[src/rtl/stack_machine_p.sv]
// Stack-machine processor: 4-bit opcode + DW-bit operand, memory-mapped in/out/error words.
// Optional multiplier (opcode 9) is built only when STACK_MACHINE_MUL_EN is defined.
module stack_machine_p #(
  parameter int DW     = 8,
  parameter int SDEPTH = 8,
  parameter int PAW    = 5,
  parameter int DAW    = 8
) (
  input  logic            clk,
  input  logic            rst,
  input  logic [DW-1:0]   in,
  input  logic            start,
  input  logic            prog_we,
  input  logic [PAW-1:0]  prog_addr,
  input  logic [DW+3:0]   prog_wdata,
  output logic [DW-1:0]   out,
  output logic            error,
  output logic            busy,
  output logic            halted,
  output logic [1:0]      fault_code
);

  localparam int SIW = $clog2(SDEPTH);
  localparam int SPW = SIW + 1;
  localparam logic [SPW-1:0] SP_FULL  = SPW'(SDEPTH);
  localparam logic [DAW-1:0] ADDR_OUT = '1;
  localparam logic [DAW-1:0] ADDR_IN  = ADDR_OUT - DAW'(1);
  localparam logic [DAW-1:0] ADDR_ERR = ADDR_OUT - DAW'(2);

  localparam logic [3:0] OP_PUSHC = 4'd0;
  localparam logic [3:0] OP_PUSHM = 4'd1;
  localparam logic [3:0] OP_POP   = 4'd2;
  localparam logic [3:0] OP_J     = 4'd3;
  localparam logic [3:0] OP_JZ    = 4'd4;
  localparam logic [3:0] OP_JS    = 4'd5;
  localparam logic [3:0] OP_ADD   = 4'd6;
  localparam logic [3:0] OP_SUB   = 4'd7;
  localparam logic [3:0] OP_HALT  = 4'd8;
  localparam logic [3:0] OP_MUL   = 4'd9;

  typedef enum logic [1:0] {IDLE, RUN, HALT, FAULT} state_t;

  state_t state, state_n;

  logic [PAW-1:0] pc, pc_n;
  logic [SPW-1:0] sp, sp_n, sp_m1;
  logic           flag_z, flag_s, z_n, s_n;
  logic [1:0]     fc_n, flt;
  logic [DW-1:0]  in_reg;

  logic [DW-1:0]   stack [SDEPTH];
  logic [DW+3:0]   pmem  [2**PAW];
  logic [DW-1:0]   dmem  [2**DAW];

  logic [DW+3:0]  instr;
  logic [3:0]     opcode;
  logic [DW-1:0]  operand;
  logic [DAW-1:0] daddr;
  logic [SIW-1:0] top_idx, nxt_idx, stk_idx;
  logic [DW-1:0]  top_val, nxt_val, mem_rdata, alu_res, stk_wdata;
  logic           stk_we, mem_we, is_arith;

  assign instr   = pmem[pc];
  assign opcode  = instr[DW+3:DW];
  assign operand = instr[DW-1:0];
  assign daddr   = operand[DAW-1:0];
  assign sp_m1   = sp - SPW'(1);
  assign top_idx = sp_m1[SIW-1:0];
  assign nxt_idx = top_idx - SIW'(1);
  assign top_val = stack[top_idx];
  assign nxt_val = stack[nxt_idx];
  assign busy    = (state == RUN);
  assign halted  = (state == HALT);

  always_comb begin
    if (daddr == ADDR_OUT)      mem_rdata = out;
    else if (daddr == ADDR_IN)  mem_rdata = in_reg;
    else if (daddr == ADDR_ERR) mem_rdata = {{(DW-1){1'b0}}, error};
    else                        mem_rdata = dmem[daddr];
  end

  always_comb begin
    is_arith = (opcode == OP_ADD) || (opcode == OP_SUB);
    case (opcode)
      OP_SUB:  alu_res = nxt_val - top_val;
`ifdef STACK_MACHINE_MUL_EN
      OP_MUL: begin
        alu_res  = nxt_val * top_val;
        is_arith = 1'b1;
      end
`endif
      default: alu_res = nxt_val + top_val;
    endcase
  end

  always_ff @(posedge clk or posedge rst) begin
    if (rst) state <= IDLE;
    else     state <= state_n;
  end

  always_comb begin
    state_n   = state;
    pc_n      = pc;
    sp_n      = sp;
    z_n       = flag_z;
    s_n       = flag_s;
    fc_n      = fault_code;
    stk_we    = 1'b0;
    stk_idx   = top_idx;
    stk_wdata = alu_res;
    mem_we    = 1'b0;
    flt       = 2'd0;
    case (state)
      RUN: begin
        pc_n = pc + PAW'(1);
        case (opcode)
          OP_PUSHC, OP_PUSHM: begin
            if (sp == SP_FULL) flt = 2'd1;
            else begin
              stk_we    = 1'b1;
              stk_idx   = sp[SIW-1:0];
              stk_wdata = (opcode == OP_PUSHC) ? operand : mem_rdata;
              sp_n      = sp + SPW'(1);
            end
          end
          OP_POP: begin
            if (sp == '0) flt = 2'd2;
            else begin
              mem_we = 1'b1;
              sp_n   = sp_m1;
            end
          end
          OP_J, OP_JZ, OP_JS: begin
            if (sp == '0) flt = 2'd2;
            else begin
              sp_n = sp_m1;
              if ((opcode == OP_J) || (opcode == OP_JZ && flag_z) || (opcode == OP_JS && flag_s))
                pc_n = top_val[PAW-1:0];
            end
          end
          OP_HALT: begin
            state_n = HALT;
            pc_n    = pc;
          end
          default: begin
            if (!is_arith) flt = 2'd3;
            else if (sp < SPW'(2)) flt = 2'd2;
            else begin
              stk_we  = 1'b1;
              stk_idx = nxt_idx;
              sp_n    = sp_m1;
              z_n     = (alu_res == '0);
              s_n     = alu_res[DW-1];
            end
          end
        endcase
        // a faulting instruction must leave no architectural trace
        if (flt != 2'd0) begin
          state_n = FAULT;
          fc_n    = flt;
          pc_n    = pc;
          sp_n    = sp;
          z_n     = flag_z;
          s_n     = flag_s;
          stk_we  = 1'b0;
          mem_we  = 1'b0;
        end
      end
      default: begin
        if (start) begin
          state_n = RUN;
          pc_n    = '0;
          sp_n    = '0;
          z_n     = 1'b0;
          s_n     = 1'b0;
          fc_n    = 2'd0;
        end
      end
    endcase
  end

  always_ff @(posedge clk or posedge rst) begin
    if (rst) begin
      pc         <= '0;
      sp         <= '0;
      flag_z     <= 1'b0;
      flag_s     <= 1'b0;
      fault_code <= 2'd0;
      out        <= '0;
      error      <= 1'b0;
      in_reg     <= '0;
    end else begin
      pc         <= pc_n;
      sp         <= sp_n;
      flag_z     <= z_n;
      flag_s     <= s_n;
      fault_code <= fc_n;
      in_reg     <= in;
      error      <= out[DW-1] | in[DW-1];
      if (mem_we && daddr == ADDR_OUT) out <= top_val;
    end
  end

  always_ff @(posedge clk or posedge rst) begin
    if (rst) begin
      for (int i = 0; i < SDEPTH; i++) stack[i] <= '0;
    end else if (stk_we) begin
      stack[stk_idx] <= stk_wdata;
    end
  end

  // program and unmapped data memory deliberately survive reset
  always_ff @(posedge clk) begin
    if (prog_we && state != RUN) pmem[prog_addr] <= prog_wdata;
    if (mem_we && daddr < ADDR_ERR) dmem[daddr] <= top_val;
  end

endmodule

[config.mk]
export PLATFORM = sky130hd
export DESIGN_NAME = stack_machine_p
export DESIGN_NICKNAME = d
export VERILOG_FILES = /design/src/rtl/stack_machine_p.sv
export SDC_FILE = /design/constraint.sdc
export NUM_CORES = 2
export LEC_CHECK = 0
export CORE_MARGIN = 3
export CORE_UTILIZATION = 40
export CTS_CLUSTER_DIAMETER = 30
export DETAILED_ROUTE_END_ITERATION = 12
export PLACE_DENSITY = 0.65
export SLEW_MARGIN = 20
export SYNTH_ARGS = -nofsm -noshare
export SYNTH_HDL_FRONTEND = slang
export SYNTH_SLANG_ARGS = --single-unit
export TNS_END_PERCENT = 5
[constraint.sdc]
create_clock -name clk -period 10.3 [get_ports clk]
set_input_delay 2.06 -clock clk [delete_from_list [all_inputs] [get_ports clk]]
set_output_delay 2.06 -clock clk [all_outputs]
set_load 0.02 [all_outputs]
# Yosys cells after proc, flatten, opt, wreduce, memory -nomap -nowiden
# Memories as Yosys holds them, arrays and structs flattened.
# Index checks and enable logic that the tools add are counted.
[word_totals]
ff_bits = 96
ram_bits = 2432
input_bits = 29
output_inout_bits = 13
word_cells = 159
n_memories = 2
[op_classes]
addsub = 6
magnitude_cmp = 6
n_eq_ne = 26
mux = 74
bitwise = 4
reduce_logical = 24
[mem_list]
columns = ["name", "words", "word_bits", "read_ports", "rd_clocked_by_memory_dff", "write_ports", "line_no", "text"]
rows = [
  ["dmem", 256, 8, 1, 0, 1, "53", "logic [DW-1:0] dmem [2**DAW];"],
  ["pmem", 32, 12, 1, 0, 1, "52", "logic [DW+3:0] pmem [2**PAW];"],
]
[op_table]
columns = ["op", "n"]
rows = [
  ["8-bit 2-to-1 mux", 13],
  ["64-bit bitwise mux", 1],
  ["8-bit binary-select mux with 3-bit select", 2],
  ["4-bit 2-to-1 mux", 7],
  ["1-bit 2-to-1 mux", 25],
  ["5-bit 2-to-1 mux", 5],
  ["8-bit demux with 3-bit select", 1],
  ["8-bit equality test (second input constant)", 3],
  ["2-bit 2-to-1 mux", 11],
  ["4-bit by 3-bit equality test with 1-bit output (second input constant)", 4],
  ["4-bit >= comparator (second input constant)", 3],
  ["3-bit 2-to-1 mux", 4],
  ["3-bit inverter with 4-bit output", 3],
  ["4-bit case mux with 3 select lines", 1],
  ["5-bit case mux with 2 select lines", 1],
  ["8-bit adder", 1],
  ["4-bit by 2-bit equality test with 1-bit output (second input constant)", 2],
  ["4-bit equality test (second input constant)", 2],
  ["4-bit logical NOT", 2],
  ["8-bit logical NOT", 1],
  ["8-bit less-than comparator (second input constant)", 1],
  ["2-bit inequality test (second input constant)", 4],
  ["8-bit subtractor", 1],
  ["7-bit AND reduction", 1],
  ["29 further kinds", 41],
]

# Depth between registers and ports, before layout
[logic_depth]
word_depth = 14
ltp_mapped = 27
depth_no_buf = 21

# Least setup slack after synthesis
# No wires, ideal clock.
[synth_path]
kind = "reg2reg"
from = "register sp[0]"
to = "register stack[31] (netlist bit)"
setup_ns = 0.142
t_arrival_ns = 11.159
t_required_ns = 10.158
slack_ns = -1.000
path_stages_with_launch = 20
n_path_buf = 2
synth_period_minus_slack_ns = 11.300
path_cell_list = "dfrtp_1 clkbuf_1 inv_2 ha_1 buf_1 mux2_2 a21oi_1 o21ai_1 o31ai_1 xor2_1 ha_1 a21boi_0 o21ai_0 a21boi_0 o21a_1 nor2_1 xnor2_1 xnor2_1 mux2i_1 o31ai_1"
[synth_lines]
columns = ["item", "line_no", "text"]
rows = [
  ["start: declaration", "46", "logic [SPW-1:0] sp, sp_n, sp_m1;"],
  ["start signal: assignment", "194", "sp <= sp_n;"],
  ["4-bit by 1-bit subtractor with 4-bit output (*)", "67", "assign sp_m1 = sp - SPW'(1);"],
  ["3-bit inverter with 4-bit output (implied by the code) (*)", "70", "assign top_val = stack[top_idx];"],
  ["8-bit binary-select mux with 3-bit select (*)", "70", ""],
  ["8-bit 2-to-1 mux (implied by the code) (*) (2 in series)", "70", ""],
  ["via top_val[2]", "60", "logic [DW-1:0] top_val, nxt_val, mem_rdata, alu_res, stk_wdata;"],
  ["8-bit adder / 8-bit subtractor (equally long branches)", "92, 85", ""],
  ["8-bit 2-to-1 mux (*)", "84", "case (opcode)"],
  ["8-bit 2-to-1 mux", "118", "if (sp == SP_FULL) flt = 2'd1;"],
  ["8-bit 2-to-1 mux", "116", "case (opcode)"],
  ["8-bit 2-to-1 mux (*)", "113", "case (state)"],
  ["64-bit bitwise mux (*)", "208", "stack[stk_idx] <= stk_wdata;"],
  ["end signal: indexed assignment", "208", ""],
  ["end: declaration", "51", "logic [DW-1:0] stack [SDEPTH];"],
]
# The timed path passes the listed nets; every way through them passes the cells marked *. The select of a mux whose other input is x is not followed.
# A chain may end at the register's enable or synchronous reset.

# Final worst setup path
[layout_path]
from = "register pc[1]"
to = "register stack[37] (netlist bit)"
[layout_between]
elab_chain_len = 12
[layout_rtl]
columns = ["item", "line_no", "text"]
rows = [
  ["start: declaration", "45", "logic [PAW-1:0] pc, pc_n;"],
  ["start signal: assignment", "193", "pc <= pc_n;"],
  ["memory read 32 x 12 bit (*)", "n/a", ""],
  ["parallel branches: the longest is 11 deep, another holds memory read 256 x 8 bit", "n/a", ""],
]
# Mark *: on every way between the ends. The select of a mux whose other input is x is not followed.

==> results.txt <==
H-tree depth: 5
list of most frequent post-synthesis cells: 2432 x edfxtp_1, 1734 x nand2_1, 615 x nand3_1, 412 x nor2_1, 368 x mux2i_1
max incr delay on CP: 1.01 ns
fill cell count: 21389
post-place setup slack: 3.29 ns
Bufs and invs on worst path: 2
RePlAce Congestion: 0.898
cell count after synthesis: 7400
vias: 66425
Worst-Margin Slew: 1.21 ns
# hold bufs at CTS: 0
Syn Std Cell Area: 104000 um2
Max Cap Violations: 0
area delta synth->final: 19.2%
Clock Pin Slew Worst Setup and Hold Paths: 0.05 ns
total wire length: 308000 um
count leader, synth: edfxtp_1
max reg flops: 2048
Post-DP HPWL: 176000 um
most used flip-flop cell after synthesis: edfxtp_1
post-CTS setup buffer count: 0
antenna violations before repair: 15
fmax: 140 MHz
Routed wire per std cell: 27.0 um
first-pass GRT wire length: 447000 um
RSZ-0062 raised after global routing: no
grt total ovfl: 0
remaining antenna violation count after routing: 0
Worst EP required: 11.19 ns
Clock Latency Late Sink: 0.98 ns
worst vdd ir: 0.363 mV
1st-pass router iterations: 8
Slew headroom: 0.187
Yosys reg bits: 2528
worst hold path type: flop to flop
Worst Setup Slack, final: 3.14 ns
Starting Density: 0.404
pwr dens: 346 nW/um2
register area: 75400 um2
Yosys top cell by area: edfxtp_1
Pleak: 0.0433 uW
Slew Limit Fails: 0
die width: 517 um
most used cell, CP: a21oi_1
pin count of the biggest net entering global routing: 170
fin crit period: 7.16 ns
Arrival @ worst endpoint: 8.05 ns
Synth Area in Compound Gates: 0.0465
outcome: finished clean
top post-synthesis cells by area: edfxtp_1 70%, nand2_1 6.2%, mux2i_1 3.5%
final net count: 7647
CTS tree: built
layout cell share with drive strength beyond 1: 0.150
CP Capture Type: flop
area share of the largest cell type after synthesis: 0.700
post-cts gate resize count: 0
number of global-route vias before repair: 64351
CP cell instances: buf_12 > mux4_2 > o22ai_1 > or4_4 > buf_4 > nand2_1 > nand3_1 > a21oi_1 > o21ai_0 > nand4_1 > nor4_1 > a31oi_2 > a21oi_1
Port-buffer cells: 41
final setup violating endpoints: 0
Rows: 186
number of remaining DRC errors: 0
ys async rst share: 0.0380
post-synthesis sequential area ratio: 0.723
XOR/XNOR Fraction of Synth Area: 0.00160
skew final: 0.0687 ns
largest family of logic cells by synthesized area: simple AND/OR/NAND/NOR gates
Largest regs: dmem x2048, pmem x384, stack x64
IO Pins: 42
core footprint: 258000 um2
die area: 267000 um2
final setup TNS: 0 ns
area share of fa/ha/maj cells after synthesis: 0.00187
Worst path slowest cell: dfrtp_4
post-synthesis mux area share: 0.0669
Ys Warns: 0
Via density: 5.83
Multi-input gate area: 26300 um2
cts bufs inserted: 479
fraction of the mapped netlist area in simple logic gates: 0.132
Clock Sink Count: 2528
Root Driver: clkbuf_16
final hold viol count: 0
period utilization: 0.695
synthesized area per cell: 14.1 um2
die height: 517 um
maximum fanout along the worst path: 67
Post-synth EDFFs: 2432
Startpoint Class: flop
distinct cell type count after synthesis: 95
Clock Path Buffers: 4
Top Family by Delay on Critical Path: compound AO/OA/AOI/OAI gates
initial DRC count: 8977
Reg with most FFs: dmem
kind of critical path: flop to flop
All-Layer GR Usage: 0.226
## tightest hold or removal path: cells and delay by family (launching register included)
family / cells / cell delay (ns)
simple gates: 1 / 0.05
flops: 1 / 0.34
compound gates: 1 / 0.07
## where the power goes
group          internal [uW]  total (uW)  switching (uW)
clock                  10500       15700            5170
sequential             13400       13600             166
combinational           3450       13700           10200
total                  27400       43000           15600
## cell usage in the layout (no fill, tap or decap), types with 62 or more instances in the layout
cell,n
mux4_2,135
a21oi_1,105
bufinv_16,74
clkinv_2,73
clkinv_1,62
nand4_1,87
nor2_1,371
nand2_1,1733
mux2i_1,368
edfxtp_1,2432
and3_1,148
clkbuf_16,491
buf_4,124
nand3_1,612
a311oi_1,153
dfrtp_1,93
## kinds of logic (layout without fill, tap and decap cells)
family                     Yosys count  after routing
muxes                              524            524
xor gates and xnor gates            19             19
and+or+nand+nor                   3146           3146
other                                1             30
DFF                               2528           2528
adders and majority gates           15             15
buffers and inverters              510           1084
AOI/OAI and AO/OA                  657            657
## routing by layer
| metal | GRT usage | share of wire | vias up |
|---|---|---|---|
| met4 | 0.115 | 0.054 | 10 |
| met3 | 0.0556 | 0.11 | 783 |
| met5 | 0 | 0.00017 | - |
| met1 | 0.299 | 0.38 | 33303 |
| met2 | 0.348 | 0.46 | 3901 |
| li1 | - | - | 28428 |
## worst paths after layout
check                           from  slack [ns]   endpoint  depth (start not counted)
max                            pc[1]        3.14  stack[37]                         13
min                        stack[26]        0.50  stack[26]                          2
max reg2reg                    pc[1]        3.14  stack[37]                         13
min reg2reg                stack[26]        0.50  stack[26]                          2
max in group asynchronous        rst        7.60      pc[1]                          3
min in group asynchronous        rst        1.48  in_reg[5]                          2
## final cells by class
| class | count | share of cell area |
|---|---|---|
| flip-flops and latches | 2528 | 0.607 |
| inverters | 21 | 0.00102 |
| well taps | 3384 | 0.0341 |
| diodes | 6 | 0.000121 |
| repair buffers | 188 | 0.0142 |
| clock buffers | 549 | 0.101 |
| multi-input cells | 4385 | 0.212 |
| clock inverters | 326 | 0.0308 |
## through the flow
stage | std cells | power (uW) | hold slack (ns) | util | cell area [um2]
after floorplan | 7423 | 22500 | 0.450 | - | 104000
after global placement | 10503 | 26900 | 0.475 | 0.418 | 108000
after detailed placement | 10506 | 27100 | 0.486 | 0.418 | 108000
after CTS | 11381 | 42800 | 0.496 | 0.482 | 124000
after global routing | 11385 | 44300 | 0.531 | 0.482 | 124000
final | 11387 | 43000 | 0.500 | 0.482 | 124000
Note: power is estimated with default switching activity, not from simulation.
